### src/rtl/mdu_pkg.sv
// Shared types and op-decode helpers for the mdu_hilo multiply/divide unit.
// The accumulate op codes decode as mul/div ops only when MDU_MADD_EN is defined.
package mdu_pkg;

  typedef enum logic [3:0] {
    OP_MULT  = 4'd0,
    OP_MULTU = 4'd1,
    OP_DIV   = 4'd2,
    OP_DIVU  = 4'd3,
    OP_MTHI  = 4'd4,
    OP_MTLO  = 4'd5,
    OP_MADD  = 4'd6,
    OP_MADDU = 4'd7,
    OP_MSUB  = 4'd8,
    OP_MSUBU = 4'd9
  } mdu_op_e;

  typedef enum logic [1:0] {
    ST_IDLE = 2'd0,
    ST_BUSY = 2'd1,
    ST_DONE = 2'd2
  } mdu_state_e;

  function automatic logic is_acc(input logic [3:0] op);
    return (op == OP_MADD) || (op == OP_MADDU) || (op == OP_MSUB) || (op == OP_MSUBU);
  endfunction

  function automatic logic is_sub(input logic [3:0] op);
    return (op == OP_MSUB) || (op == OP_MSUBU);
  endfunction

  function automatic logic is_div(input logic [3:0] op);
    return (op == OP_DIV) || (op == OP_DIVU);
  endfunction

  function automatic logic is_mul(input logic [3:0] op);
    return (op == OP_MULT) || (op == OP_MULTU) || is_acc(op);
  endfunction

  function automatic logic is_muldiv(input logic [3:0] op);
`ifdef MDU_MADD_EN
    return is_mul(op) || is_div(op);
`else
    return (op == OP_MULT) || (op == OP_MULTU) || is_div(op);
`endif
  endfunction

  function automatic logic is_signed(input logic [3:0] op);
    return (op == OP_MULT) || (op == OP_DIV) || (op == OP_MADD) || (op == OP_MSUB);
  endfunction

endpackage

### src/rtl/mdu_divider.sv
// Restoring divider step datapath: one quotient bit per step on unsigned magnitudes.
// A zero divisor naturally yields an all-ones quotient and the dividend as remainder.
module mdu_divider #(
  parameter int WIDTH = 32
) (
  input  logic             clk,
  input  logic             rst,
  input  logic             load_i,
  input  logic             step_i,
  input  logic [WIDTH-1:0] dividend_i,
  input  logic [WIDTH-1:0] divisor_i,
  output logic [WIDTH-1:0] quo_o,
  output logic [WIDTH-1:0] rem_o
);

  logic [WIDTH-1:0] quo_q, quo_d;
  logic [WIDTH-1:0] rem_q, rem_d;
  logic [WIDTH-1:0] dsr_q, dsr_d;
  logic [WIDTH:0]   shifted;
  logic [WIDTH:0]   diff;

  always_comb begin
    quo_d   = quo_q;
    rem_d   = rem_q;
    dsr_d   = dsr_q;
    shifted = {rem_q, quo_q[WIDTH-1]};
    diff    = shifted - {1'b0, dsr_q};
    if (load_i) begin
      quo_d = dividend_i;
      rem_d = '0;
      dsr_d = divisor_i;
    end else if (step_i) begin
      // bit WIDTH of diff is the borrow: set means the trial subtract failed
      if (!diff[WIDTH]) begin
        rem_d = diff[WIDTH-1:0];
        quo_d = {quo_q[WIDTH-2:0], 1'b1};
      end else begin
        rem_d = shifted[WIDTH-1:0];
        quo_d = {quo_q[WIDTH-2:0], 1'b0};
      end
    end
  end

  always_ff @(posedge clk or posedge rst) begin
    if (rst) begin
      quo_q <= '0;
      rem_q <= '0;
      dsr_q <= '0;
    end else begin
      quo_q <= quo_d;
      rem_q <= rem_d;
      dsr_q <= dsr_d;
    end
  end

  assign quo_o = quo_q;
  assign rem_o = rem_q;

endmodule

### src/rtl/mdu_hilo.sv
// Iterative multiply/divide unit owning HI/LO; stalls the pipeline while iterating.
// Define MDU_MADD_EN to enable MADD/MADDU/MSUB/MSUBU accumulation into {HI,LO}.
//
// state | meaning
// IDLE  | waiting for a mul/div op; MTHI/MTLO handled here
// BUSY  | one radix-2 multiply or divide step per cycle
// DONE  | sign fix-up and {HI,LO} write at end of cycle
module mdu_hilo #(
  parameter int WIDTH = 32
) (
  input  logic             clk,
  input  logic             rst,
  input  logic             start_i,
  input  logic [3:0]       op_i,
  input  logic [WIDTH-1:0] a_i,
  input  logic [WIDTH-1:0] b_i,
  input  logic             flush_i,
  output logic             busy_o,
  output logic             done_o,
  output logic [WIDTH-1:0] hi_o,
  output logic [WIDTH-1:0] lo_o
);
  import mdu_pkg::*;

  localparam int CNT_W = $clog2(WIDTH) + 1;
  localparam logic [CNT_W-1:0] CNT_LAST = CNT_W'(WIDTH - 1);

  mdu_state_e         state_q, state_d;
  logic [CNT_W-1:0]   cnt_q, cnt_d;
  logic [3:0]         op_q, op_d;
  logic               neg_q, neg_d;
  logic               rneg_q, rneg_d;
  logic [WIDTH-1:0]   mcand_q, mcand_d;
  logic [2*WIDTH-1:0] prod_q, prod_d;
  logic [WIDTH-1:0]   hi_q, hi_d;
  logic [WIDTH-1:0]   lo_q, lo_d;

  logic               accept;
  logic               mt_wr;
  logic               a_neg, b_neg;
  logic [WIDTH-1:0]   a_mag, b_mag;
  logic [WIDTH:0]     mul_sum;
  logic [2*WIDTH-1:0] prod_s;
  logic [2*WIDTH-1:0] res;
  logic [WIDTH-1:0]   div_q, div_r;
  logic [WIDTH-1:0]   quo_s, rem_s;

  assign accept = (state_q == ST_IDLE) && start_i && is_muldiv(op_i) && !flush_i;
  assign mt_wr  = (state_q == ST_IDLE) && start_i && !flush_i &&
                  ((op_i == OP_MTHI) || (op_i == OP_MTLO));

  always_ff @(posedge clk or posedge rst) begin
    if (rst) state_q <= ST_IDLE;
    else     state_q <= state_d;
  end

  always_comb begin
    state_d = state_q;
    case (state_q)
      ST_IDLE: if (accept) state_d = ST_BUSY;
      ST_BUSY: begin
        if (flush_i)              state_d = ST_IDLE;
        else if (cnt_q == CNT_LAST) state_d = ST_DONE;
      end
      ST_DONE: state_d = ST_IDLE;
      default: state_d = ST_IDLE;
    endcase
  end

  always_comb begin
    busy_o = !rst && ((state_q == ST_BUSY) || accept);
    done_o = (state_q == ST_DONE);
  end

  always_comb begin
    a_neg = is_signed(op_i) && a_i[WIDTH-1];
    b_neg = is_signed(op_i) && b_i[WIDTH-1];
    a_mag = a_neg ? -a_i : a_i;
    b_mag = b_neg ? -b_i : b_i;
  end

  mdu_divider #(.WIDTH(WIDTH)) u_div (
    .clk        (clk),
    .rst        (rst),
    .load_i     (accept),
    .step_i     ((state_q == ST_BUSY) && is_div(op_q)),
    .dividend_i (a_mag),
    .divisor_i  (b_mag),
    .quo_o      (div_q),
    .rem_o      (div_r)
  );

  always_comb begin
    op_d    = op_q;
    cnt_d   = cnt_q;
    neg_d   = neg_q;
    rneg_d  = rneg_q;
    mcand_d = mcand_q;
    prod_d  = prod_q;
    hi_d    = hi_q;
    lo_d    = lo_q;

    // shift-add: upper half accumulates the multiplicand, multiplier bits drain from the bottom
    mul_sum = {1'b0, prod_q[2*WIDTH-1:WIDTH]} + (prod_q[0] ? {1'b0, mcand_q} : '0);
    prod_s  = neg_q ? -prod_q : prod_q;
    quo_s   = neg_q ? -div_q : div_q;
    rem_s   = rneg_q ? -div_r : div_r;
    res     = is_div(op_q) ? {rem_s, quo_s} : prod_s;
`ifdef MDU_MADD_EN
    if (is_acc(op_q)) begin
      res = is_sub(op_q) ? ({hi_q, lo_q} - prod_s) : ({hi_q, lo_q} + prod_s);
    end
`endif

    if (accept) begin
      op_d    = op_i;
      cnt_d   = '0;
      neg_d   = a_neg ^ b_neg;
      rneg_d  = a_neg;
      mcand_d = a_mag;
      prod_d  = {{WIDTH{1'b0}}, b_mag};
    end

    if (state_q == ST_BUSY) begin
      cnt_d = cnt_q + CNT_W'(1);
      if (is_mul(op_q)) prod_d = {mul_sum, prod_q[WIDTH-1:1]};
    end

    if ((state_q == ST_DONE) && !flush_i) {hi_d, lo_d} = res;

    if (mt_wr) begin
      if (op_i == OP_MTHI) hi_d = a_i;
      else                 lo_d = a_i;
    end
  end

  always_ff @(posedge clk or posedge rst) begin
    if (rst) begin
      op_q    <= '0;
      cnt_q   <= '0;
      neg_q   <= 1'b0;
      rneg_q  <= 1'b0;
      mcand_q <= '0;
      prod_q  <= '0;
      hi_q    <= '0;
      lo_q    <= '0;
    end else begin
      op_q    <= op_d;
      cnt_q   <= cnt_d;
      neg_q   <= neg_d;
      rneg_q  <= rneg_d;
      mcand_q <= mcand_d;
      prod_q  <= prod_d;
      hi_q    <= hi_d;
      lo_q    <= lo_d;
    end
  end

  assign hi_o = hi_q;
  assign lo_o = lo_q;

endmodule

### config.mk
export PLATFORM = sky130hd
export DESIGN_NAME = mdu_hilo
export DESIGN_NICKNAME = d
export VERILOG_FILES = /design/src/rtl/mdu_pkg.sv /design/src/rtl/mdu_divider.sv /design/src/rtl/mdu_hilo.sv
export SDC_FILE = /design/constraint.sdc
export NUM_CORES = 1
export LEC_CHECK = 0
export CELL_PAD_IN_SITES_DETAIL_PLACEMENT = 2
export CELL_PAD_IN_SITES_GLOBAL_PLACEMENT = 2
export CORE_MARGIN = 5
export CORE_UTILIZATION = 25
export DETAILED_ROUTE_END_ITERATION = 10
export PLACE_DENSITY = 0.57
export RECOVER_POWER = 100
export SLEW_MARGIN = 20
export SYNTH_ARGS = -nofsm -noshare
export SYNTH_HDL_FRONTEND = slang
export SYNTH_SLANG_ARGS = --single-unit
### constraint.sdc
create_clock -name clk -period 15.5 [get_ports clk]
set_input_delay 3.1 -clock clk [delete_from_list [all_inputs] [get_ports clk]]
set_output_delay 3.1 -clock clk [all_outputs]
set_load 0.005 [all_outputs]
### Yosys cells after proc, flatten, opt, wreduce, memory -nomap -nowiden

Index checks and enable logic that the tools add are counted.

| operators by class | value |
|---|---|
| equal/unequal tests | 19 |
| reduce and logical (&&, ||, !) cells | 32 |
| bitwise operators | 1 |
| add/sub/neg operators | 8 |
| multiplexer cells | 28 |

Operators with widths:

| cell | count |
|---|---|
| 32-bit two-way mux | 16 |
| 64-bit two-way mux | 5 |
| 32-bit negation | 4 |
| 64-bit negation | 1 |
| 32-bit by 32-bit adder with 33-bit output | 1 |
| 33-bit by 32-bit subtractor with 33-bit output | 1 |
| 4-bit by 3-bit == test with 1-bit output, second input constant | 5 |
| 4-bit by 2-bit == test with 1-bit output, second input constant | 4 |
| 1-bit logical OR | 14 |
| 4-bit == test, second input constant | 3 |
| 6-bit two-way mux | 2 |
| 1-bit logical AND | 10 |
| 4-bit by 1-bit == test with 1-bit output, second input constant | 2 |
| 4-bit logical NOT | 2 |
| 6-bit by 1-bit adder with 6-bit output, second input constant | 1 |
| 6-bit by 5-bit == test with 1-bit output, second input constant | 1 |
| 2-bit two-way mux | 3 |
| 2-bit one-hot mux with 2 select lines | 1 |
| 2-bit nonzero test | 2 |
| 3-bit != test, second input constant | 1 |
| 2-bit by 1-bit == test with 1-bit output, second input constant | 1 |
| 2-bit == test, second input constant | 1 |
| 1-bit logical NOT | 2 |
| 2-bit logical NOT | 1 |
| 4 further kinds | 4 |

| storage, ports and cells | value |
|---|---|
| output and inout bits | 66 |
| word-level logic and storage cells | 100 |
| register bits | 270 |

### Longest topological paths before layout

Gate-level depths: netlist (run 1).

| logic depth | value |
|---|---|
| word-level depth | 9 |
| depth in mapped cells | 14 |
| depth with buffers taken out | 12 |

### Cells and area by module

Synthesis (run 1) repeated with hierarchy kept, for this count alone.

| second synthesis, totals | value |
|---|---|
| cell total of the unflattened synthesis | 2,357 |
| area, all modules | 19,282.2 µm² |

Modules (own cells, without submodules):

| module | seq. area each (µm²) | times used | area each (µm²) | cells each |
|---|---|---|---|---|
| mdu_hilo | 4,329.2 | 1 | 13,247.7 | 1,654 |
| mdu_divider | 2,402.3 | 1 | 6,034.5 | 703 |

### Worst setup path before layout (run 1)

No wires, ideal clock.

| timing path | value |
|---|---|
| kind | input to output |
| start point | in op_i[3] |
| end point | out busy_o |
| data arrival time | 3.982 ns |
| buffers on the path | 1 |
| data required time | 12.400 ns |
| stages on the path | 6 |
| setup slack | 8.418 ns |
| path through | nor3b_1 -> nand2_1 -> nor2_1 -> clkbuf_1 -> nor2_1 -> nor2_1 |

| on the way | value |
|---|---|
| cells in the longest elaborated chain, start to end | 7 |
| elaborated cells on any way between the ends | 11 |

RTL lines:

| what | RTL line | RTL |
|---|---|---|
| start: declaration | mdu_hilo.sv:14 | `input logic [3:0] op_i,` |
| 4-bit by 1-bit == test with 1-bit output (tied with other cells) | mdu_pkg.sv:44 | `return (op == OP_MULT) \|\| (op == OP_MULTU) \|\| is_div(op);` |
| 1-bit logical OR, on equally long branches | mdu_pkg.sv:44, mdu_pkg.sv:33 |  |
| 1-bit logical OR (*) | mdu_pkg.sv:44 |  |
| 1-bit logical AND (*) (2 in series) | mdu_hilo.sv:48 | `assign accept = (state_q == ST_IDLE) && start_i && is_muldiv(op_i) && !flush_i;` |
| 1-bit logical OR (*) | mdu_hilo.sv:71 | `busy_o = !rst && ((state_q == ST_BUSY) \|\| accept);` |
| 1-bit logical AND (*) | mdu_hilo.sv:71 |  |
| end: declaration | mdu_hilo.sv:18 | `output logic busy_o,` |

Every way passes the cells marked *; elsewhere a longest branch is shown, timed or not.

### Worst setup path in the final report (run 1)

| timing path | value |
|---|---|
| start point | in flush_i |
| end point | out busy_o |

| on the way | value |
|---|---|
| cells in the longest elaborated chain, start to end | 4 |

RTL lines:

| what | RTL line | RTL |
|---|---|---|
| start: declaration | mdu_hilo.sv:17 | `input logic flush_i,` |
| 1-bit logical NOT | mdu_hilo.sv:48 |  |
| 1-bit logical AND | mdu_hilo.sv:48 |  |
| 1-bit logical OR | mdu_hilo.sv:71 |  |
| 1-bit logical AND | mdu_hilo.sv:71 |  |

No other way between the ends.

==> results of run 1 <==
## layout make-up
| cell class | instances | area, µm² |
|---|---|---|
| well taps | 969 | 1210 |
| flip-flops and latches | 269 | 6730 |
| clock buffers | 56 | 1090 |
| fillers | 8398 | 52200 |
| repair buffers | 163 | 1540 |
| multi-input cells | 1791 | 11300 |
| inverters | 67 | 253 |
| clock inverters | 8 | 47.5 |
## layout by cell type, fill, tap and decap left out, types with 23 or more instances in the layout
| cell | instances |
|---|---|
| a211oi_1 | 28 |
| a21boi_0 | 27 |
| a21o_1 | 43 |
| a21oi_1 | 150 |
| a221o_1 | 27 |
| and2_1 | 37 |
| and3_1 | 24 |
| clkbuf_16 | 39 |
| clkdlybuf4s50_1 | 68 |
| dfrtp_1 | 268 |
| dlygate4sd3_1 | 69 |
| ha_1 | 70 |
| inv_1 | 66 |
| mux2i_1 | 26 |
| nand2_1 | 258 |
| nand3_1 | 104 |
| nor2_1 | 121 |
| nor3_1 | 31 |
| o211ai_1 | 32 |
| o21ai_0 | 272 |
| o31ai_1 | 46 |
| o41ai_1 | 23 |
| or3_1 | 34 |
| or4_1 | 23 |
| xnor2_1 | 114 |
| xor2_1 | 110 |
## cells by family after synthesis
logic type | after synthesis | share of synthesized area, %
compound gates | 729 | 24.3
mux | 27 | 1.50
buf+inv | 199 | 4.08
flops | 269 | 35.8
xor+xnor | 225 | 10.5
simple gates | 738 | 18.9
fa+ha+maj | 72 | 4.87
## metal layers
| layer | global-route usage [%] | wire (µm) | vias up |
|---|---|---|---|
| li1 | - | - | 8281 |
| met1 | 26.7 | 38500 | 9069 |
| met2 | 34.3 | 39500 | 265 |
| met3 | 1.96 | 2290 | 74 |
| met4 | 4.04 | 1550 | 0 |
| met5 | 0 | 0 | - |
## power groups by stage
stage | combinational [µW] | sequential (µW) | clock [µW]
floorplan | 1180 | 1130 | 0
global placement | 1610 | 1290 | 0
detailed placement | 1660 | 1300 | 0
CTS | 1670 | 1290 | 879
global route | 1820 | 1320 | 908
finish | 1640 | 1290 | 848
## flip-flops by register name (all words and copies together), names as in the netlist
name         cells
u_div.rem_o     32
rneg_q           1
cnt_q            6
lo_o            32
neg_q            1
mcand_q         32
op_q             3
u_div.quo_o     32
prod_q          64
u_div.dsr_q     32
state_q          2
hi_o            32
## critical path, stage by stage
cell,delay [ns]
dlygate4sd3_1,0.59
nor2_1,0.27
nand2_1,0.17
nor2_1,1.17
nor2_1,0.28
nor2_1,0.16
dlygate4sd3_1,0.58
## path summary, 6_finish.rpt
check	slack, ns	to	from	depth (start not counted)
min in group asynchronous	4.24	cnt_q[4]$_DFFE_PP0N_	rst	2
worst min register to register	0.47	mcand_q[7]$_DFFE_PP0P_	mcand_q[7]$_DFFE_PP0P_	1
worst min-delay path	0.47	mcand_q[7]$_DFFE_PP0P_	mcand_q[7]$_DFFE_PP0P_	1
worst max-delay path	6.06	busy_o	flush_i	7
worst max register to register	9.36	u_div.quo_o[12]$_DFFE_PP0P_	state_q[0]$_DFFE_PP0P_	8
max in group asynchronous	6.21	hi_o[5]$_DFF_PP0_	rst	4
## stage by stage
step                      total power [µW]  instances  hold WS, ns
final                                 3770       3323        0.471
after global routing                  4050       3323        0.487
after CTS                             3850       3323        0.475
after detailed placement              2960       3259        0.463
after global placement                2900       3259        0.455
after floorplan                       2310       2259        0.439
==> reports/metrics.json, run 1 <==
{
  "status": {"value": "finished with violations"},
  "failing_checks": {"value": "capacitance limit, slew limit"},
  "synth_top_area_cell": {"value": "dfrtp_1"},
  "number_of_max_cap_violations": {"value": 12},
  "antenna_found_initial": {"value": 6},
  "groute.usage.overall": {"value": 19.7, "unit": "%"},
  "die_h": {"value": 284, "unit": "µm"},
  "transition_time_at_the_pin_with_the_least_slew_margin": {"value": 4.08, "unit": "ns"},
  "postSynthRegisterBits": {"value": 269},
  "clk_root_buf": {"value": "clkbuf_16"},
  "synth_edf_count": {"value": 0},
  "die_area": {"value": 80700, "unit": "µm²"},
  "slew_headroom": {"value": -173, "unit": "%"},
  "postCtsSetupBuffers": {"value": 0},
  "rows": {"value": 100},
  "cts.clk_slew.worst_paths": {"value": 0.06, "unit": "ns"},
  "power_leakage": {"value": 0.00938, "unit": "µW"},
  "report.final.hold_viol_count": {"value": 0},
  "share_of_async_settable_or_async_resettable_flops_after_synthesis": {"value": 100, "unit": "%"},
  "finalSetupViolations": {"value": 0},
  "critPathKind": {"value": "in -> out"},
  "post_drt_via_cell_ratio": {"value": 5.32},
  "drt_initial_violations": {"value": 818},
  "mapped_avg_cell_area": {"value": 8.32, "unit": "µm²"},
  "nets": {"value": 2475},
  "drive_above_1_share": {"value": 4.38, "unit": "%"},
  "post-route-util": {"value": 29.8, "unit": "%"},
  "fin_crit_sh": {"value": 60.9, "unit": "%"},
  "place.gp.congestion": {"value": 0.825},
  "synthesis.area": {"value": 18800, "unit": "µm²"},
  "switching_power_summed_over_all_nets": {"value": 1680, "unit": "µW"},
  "clk-insertion-delay-late": {"value": 0.56, "unit": "ns"},
  "pre_cts_ws": {"value": 7.03, "unit": "ns"},
  "internal_power": {"value": 2090, "unit": "µW"},
  "yosys.cell_count.top_type": {"value": "o21ai_0"},
  "detailed_place.area": {"value": 21100, "unit": "µm²"},
  "route.detailed.wl_per_inst": {"value": 24.6, "unit": "µm"},
  "ys_warn_count": {"value": 0},
  "cp_data_arrival_time": {"value": 6.34, "unit": "ns"},
  "sink_count": {"value": 269},
  "overflow": {"value": 0},
  "netSwitchingFraction": {"value": 44.5, "unit": "%"},
  "first_pass_iters": {"value": 5},
  "cts.htree.levels": {"value": 2},
  "core_area": {"value": 74400, "unit": "µm²"},
  "initial_utilization": {"value": 25.2, "unit": "%"},
  "share_clk_of_total_power": {"value": 22.5, "unit": "%"},
  "post_route_cell_area": {"value": 22200, "unit": "µm²"},
  "grt_setup_unrepaired": {"value": "false"},
  "antenna_violating_nets_post_route": {"value": 0},
  "final.setup.worst_slack": {"value": 6.06, "unit": "ns"},
  "worst_hold_path_type": {"value": "reg -> reg"},
  "io_buffer_count": {"value": 137},
  "total_power_density_per_cell_area": {"value": 170, "unit": "nW/µm²"},
  "synth.net_count": {"value": 2403},
  "antennaDiodeCount": {"value": 0},
  "cts.path.max_buffers": {"value": 3},
  "detail_route.wirelength": {"value": 81.8, "unit": "mm"},
  "half_perimeter_wire_length_after_placement": {"value": 59.9, "unit": "mm"},
  "floorplan.die.width": {"value": 284, "unit": "µm"},
  "grt_max_degree": {"value": 82},
  "startpoint_type": {"value": "primary input"},
  "drc_errors": {"value": 0},
  "synthTopCellsByCount": {"value": "o21ai_0 (272), dfrtp_1 (269), nand2_1 (261)"},
  "tritoncts": {"value": "built"},
  "yosys-top-cells-area": {"value": "dfrtp_1 (36%), o21ai_0 (7.2%), xnor2_1 (5.3%)"},
  "endpoint_kind": {"value": "output pin"},
  "cts_resized": {"value": 0},
  "grt_pass1_vias": {"value": 19500},
  "detailroute.via_count": {"value": 17700},
  "max_clk_rate": {"value": 0.106, "unit": "GHz"},
  "synth-seq-area-share": {"value": 35.8, "unit": "%"},
  "top_level_ports": {"value": 138},
  "cts-hold-fix-buffers": {"value": 0},
  "grt_first_pass_wirelength": {"value": 125, "unit": "mm"},
  "synth.lib_cells_used.distinct": {"value": 67},
  "synth_top_area_share": {"value": 35.8, "unit": "%"},
  "tritoncts.num_buffers": {"value": 39},
  "final-max-slew-violation-count": {"value": 571},
  "timing.critical_path.required": {"value": 12.40, "unit": "ns"},
  "syn-instance-count": {"value": 2259},
  "clock-skew-final": {"value": 0.0166, "unit": "ns"},
  "setup_total_negative_slack": {"value": 0, "unit": "ns"},
  "ir_worst_vdd": {"value": 0.0000810, "unit": "V"},
  "comb_power_share": {"value": 43.4, "unit": "%"},
  "worstPathMaxFanout": {"value": 22},
  "finalCriticalPeriod": {"value": 9.44, "unit": "ns"},
  "area_growth": {"value": 18.3, "unit": "%"},
  "dominantRegCellSynth": {"value": "dfrtp_1"},
  "sequentialPowerShare": {"value": 34.1, "unit": "%"}
}
Power figures use the tool's default switching activity.
==> run 2: changes to the inputs <==
--- a/config.mk
+++ b/config.mk
@@ -10,7 +10,7 @@
 export CORE_MARGIN = 5
 export CORE_UTILIZATION = 25
 export DETAILED_ROUTE_END_ITERATION = 10
-export PLACE_DENSITY = 0.57
+export PLACE_DENSITY = 0.59
 export RECOVER_POWER = 100
 export SLEW_MARGIN = 20
 export SYNTH_ARGS = -nofsm -noshare
==> constraint.sdc (replaced) <==
create_clock -name clk -period 8.25 [get_ports clk]
set_input_delay 1.65 -clock clk [delete_from_list [all_inputs] [get_ports clk]]
set_output_delay 1.65 -clock clk [all_outputs]
set_load 0.005 [all_outputs]
==> run 2 against run 1 <==
- largest cell class unchanged
- cell count is essentially flat
- register-to-register slack got worse by 5.8 ns
- die area stayed put
- utilization rose by 0.33 points
- power up 94%
- first-iteration DRC count decreased by 21%
- worst hold slack lost 0.0013 ns
- the run still ends with capacitance limit, slew limit left
- combinational power grew 87%
- clock power rose by 110%
==> reports/metrics.json, run 2 (same netlist as run 1, synthesis figures left out) <==
{
  "design_power_total": {"value": 7330, "unit": "µW", "change": "+94%"},
  "cts-hold-fix-buffers": {"value": 0, "change": "unchanged"},
  "die_area": {"value": 80700, "unit": "µm²", "change": "unchanged"},
  "pre_cts_ws": {"value": 3.08, "unit": "ns", "change": "-3.95 ns"},
  "comb_power_share": {"value": 41.9, "unit": "%", "change": "-1.5 points"},
  "top_level_ports": {"value": 138, "change": "unchanged"},
  "timing.critical_path.slowest_cell_delay": {"value": 1.95, "unit": "ns", "change": "+0.78 ns"},
  "total_power_density_per_cell_area": {"value": 326, "unit": "nW/µm²", "change": "+92%"},
  "antenna_found_initial": {"value": 2, "change": "-4"},
  "finalCriticalPeriod": {"value": 5.94, "unit": "ns"},
  "maxUsedRoutingLayer": {"value": "met5"},
  "grt_pass1_vias": {"value": 19400, "change": "-0.15%"},
  "floorplan.die.width": {"value": 284, "unit": "µm", "change": "unchanged"},
  "cts.htree.levels": {"value": 2, "change": "unchanged"},
  "post-route-util": {"value": 30.2, "unit": "%", "change": "+0.33 points"},
  "met3_length": {"value": 2.79, "unit": "mm", "change": "+22%"},
  "critical-path-top-delay-family": {"value": "buffers and inverters"},
  "m1WireLength": {"value": 37.7, "unit": "mm", "change": "-1.9%"},
  "critPathKind": {"value": "in -> reg"},
  "transition_time_at_the_pin_with_the_least_slew_margin": {"value": 3.60, "unit": "ns", "change": "-0.477 ns"},
  "share_clk_of_total_power": {"value": 24.9, "unit": "%", "change": "+2.4 points"},
  "sequentialPowerShare": {"value": 33.3, "unit": "%", "change": "-0.8 points"},
  "slew_headroom": {"value": -140, "unit": "%", "change": "+33 points"},
  "timing.critical_path.required": {"value": 8.68, "unit": "ns", "change": "-3.72 ns"},
  "first_pass_iters": {"value": 4, "change": "-1"},
  "grt_first_pass_wirelength": {"value": 124, "unit": "mm", "change": "-0.62%"},
  "worstPathMaxFanout": {"value": 43, "change": "+95%"},
  "antenna_violating_nets_post_route": {"value": 0, "change": "unchanged"},
  "ir_worst_vdd": {"value": 0.000145, "unit": "V", "change": "+79%"},
  "status": {"value": "finished with violations"},
  "tritoncts.num_buffers": {"value": 37, "change": "-5.1%"},
  "worstPathBufferInverterCount": {"value": 2, "change": "unchanged"},
  "hold_path_depth": {"value": 1, "change": "unchanged"},
  "final.setup.worst_slack": {"value": 2.31, "unit": "ns", "change": "-3.75 ns"},
  "sink_count": {"value": 269, "change": "unchanged"},
  "fin_crit_sh": {"value": 72.0, "unit": "%"},
  "ff2ff_path_depth": {"value": 8, "change": "unchanged"},
  "clk-insertion-delay-late": {"value": 0.56, "unit": "ns", "change": "about the same"},
  "post_route_cell_area": {"value": 22500, "unit": "µm²", "change": "+1.1%"},
  "die_h": {"value": 284, "unit": "µm", "change": "unchanged"},
  "netSwitchingFraction": {"value": 43.3, "unit": "%", "change": "-1.2 points"},
  "cts_resized": {"value": 0, "change": "unchanged"},
  "cts.path.max_buffers": {"value": 3, "change": "unchanged"},
  "met2RoutedLength": {"value": 39.3, "unit": "mm", "change": "-0.45%"},
  "clock-skew-final": {"value": 0.0169, "unit": "ns", "change": "+0.000280 ns"},
  "min_delay_startpoint": {"value": "mcand_q[3]$_DFFE_PP0P_"},
  "drive_above_1_share": {"value": 5.01, "unit": "%", "change": "+0.63 points"},
  "detailroute.via_count": {"value": 17900, "change": "+1.2%"},
  "register_containing_the_most_flip_flops_in_the_final_layout": {"value": "prod_q"},
  "drc_errors": {"value": 0, "change": "unchanged"},
  "finalSetupViolations": {"value": 0, "change": "unchanged"},
  "initial_utilization": {"value": 25.2, "unit": "%", "change": "unchanged"},
  "power_leakage": {"value": 0.00950, "unit": "µW", "change": "+1.3%"},
  "grt_max_degree": {"value": 144, "change": "+76%"},
  "report.final.hold_viol_count": {"value": 0, "change": "unchanged"},
  "clk_root_buf": {"value": "clkbuf_16"},
  "internal_power": {"value": 4160, "unit": "µW", "change": "+99%"},
  "place.gp.congestion": {"value": 0.835, "change": "+1.2%"},
  "worst_path_most_repeated_cell": {"value": "nor2_1"},
  "layout_commonest_cell": {"value": "o21ai_0"},
  "tritoncts": {"value": "built"},
  "drt_initial_violations": {"value": 647, "change": "-21%"},
  "largest_reg_flops": {"value": 64, "change": "unchanged"},
  "rows": {"value": 100, "change": "unchanged"},
  "rrSetupSlack": {"value": 3.57, "unit": "ns", "change": "-5.79 ns"},
  "area_growth": {"value": 19.6, "unit": "%"},
  "final-max-slew-violation-count": {"value": 286, "change": "-50%"},
  "half_perimeter_wire_length_after_placement": {"value": 59.7, "unit": "mm", "change": "-0.26%"},
  "cp_data_arrival_time": {"value": 6.37, "unit": "ns", "change": "+0.03 ns"},
  "cts.clk_slew.worst_paths": {"value": 0.06, "unit": "ns", "change": "about the same"},
  "worstReg2RegEnd": {"value": "hi_o[18]$_DFF_PP0_"},
  "grt_setup_unrepaired": {"value": "false"},
  "io_buffer_count": {"value": 137, "change": "unchanged"},
  "detail_route.wirelength": {"value": 81.7, "unit": "mm", "change": "-0.18%"},
  "setup_total_negative_slack": {"value": 0, "unit": "ns", "change": "unchanged"},
  "worst_path_max_delay_cell": {"value": "clkbuf_1"},
  "overflow": {"value": 0, "change": "unchanged"},
  "nets": {"value": 2472, "change": "-0.12%"},
  "postCtsSetupBuffers": {"value": 0, "change": "unchanged"},
  "crit_path_cell_trace": {"value": "dlygate4sd3_1 > nor2_1 > nand2_1 > nor3b_1 > and2_2 > clkbuf_1 > nor2_1 > a222oi_1 > o21ai_0"},
  "detailed_place.area": {"value": 21100, "unit": "µm²", "change": "about the same"},
  "critical_path.reg2reg.startpoint": {"value": "state_q[0]$_DFFE_PP0P_"},
  "worst_hold_path_type": {"value": "reg -> reg"},
  "holdPathEnd": {"value": "mcand_q[3]$_DFFE_PP0P_"},
  "groute.usage.overall": {"value": 19.6, "unit": "%", "change": "-0.17 points"},
  "endpoint_kind": {"value": "flop"},
  "startpoint_type": {"value": "primary input"},
  "number_of_max_cap_violations": {"value": 5, "change": "-7"},
  "failing_checks": {"value": "capacitance limit, slew limit"},
  "switching_power_summed_over_all_nets": {"value": 3170, "unit": "µW", "change": "+89%"},
  "core_area": {"value": 74400, "unit": "µm²", "change": "unchanged"},
  "highest_count_cells_in_the_layout_ignoring_fill_and_taps": {"value": "o21ai_0 (273), dfrtp_1 (268), nand2_1 (259)"},
  "max_clk_rate": {"value": 0.168, "unit": "GHz"},
  "post_drt_via_cell_ratio": {"value": 5.38, "change": "+1.2%"},
  "route.detailed.wl_per_inst": {"value": 24.6, "unit": "µm", "change": "-0.27%"}
}
## run 2: cell types whose count changed in the layout (fill, tap and decap cells not counted), sizes merged
cell / delta
buf: +1
dlygate4sd3: +2
clkinvlp: +1
diode: +1
clkinv: -2
clkdlybuf4s50: -2
bufinv: +5
clkbuf: -3
## run 2: stage by stage
stage | hold WS [ns] | instances
3_3_place_gp | 0.455 | 3258
4_1_cts | 0.472 | 3325
3_5_place_dp | 0.458 | 3258
5_1_grt | 0.488 | 3325
6_report | 0.469 | 3326
2_1_floorplan | 0.439 | 2259
## run 2: cell type report
| type | instances | area [µm²] |
|---|---|---|
| Inverter | 67 | 255 |
| Timing Repair Buffer | 162 | 1550 |
| Sequential cell | 269 | 6730 |
| Fill cell | 8375 | 52000 |
| Multi-Input combinational cell | 1791 | 11400 |
| Tap cell | 969 | 1210 |
| Clock buffer | 55 | 1170 |
| Antenna cell | 1 | 2.50 |
| Clock inverter | 12 | 191 |
## run 2: worst max path at each step
stage | start | endpoint | cells after the start
2_1_floorplan | rst | cnt_q[0]$_DFFE_PP0N_ | 1
3_3_place_gp | flush_i | busy_o | 7
3_5_place_dp | a_i[2] | u_div.quo_o[29]$_DFFE_PP0P_ | 10
4_1_cts | flush_i | busy_o | 7
5_1_grt | flush_i | hi_o[18]$_DFF_PP0_ | 9
6_report | flush_i | hi_o[18]$_DFF_PP0_ | 9
## run 2: power groups by stage
stage / Sequential, µW / Clock, µW / Combinational, µW
global route: 2500 / 1920 / 3420
detailed placement: 2460 / 0 / 3110
CTS: 2450 / 1870 / 3130
floorplan: 2130 / 0 / 2210
global placement: 2450 / 0 / 3000
finish: 2440 / 1820 / 3070
## run 2: layer usage
metal / vias to the layer above / GRT usage, %
met5: - / 0
met4: 2 / 4.59
met3: 86 / 2.62
met2: 312 / 34.1
met1: 9223 / 25.8
li1: 8286 / -
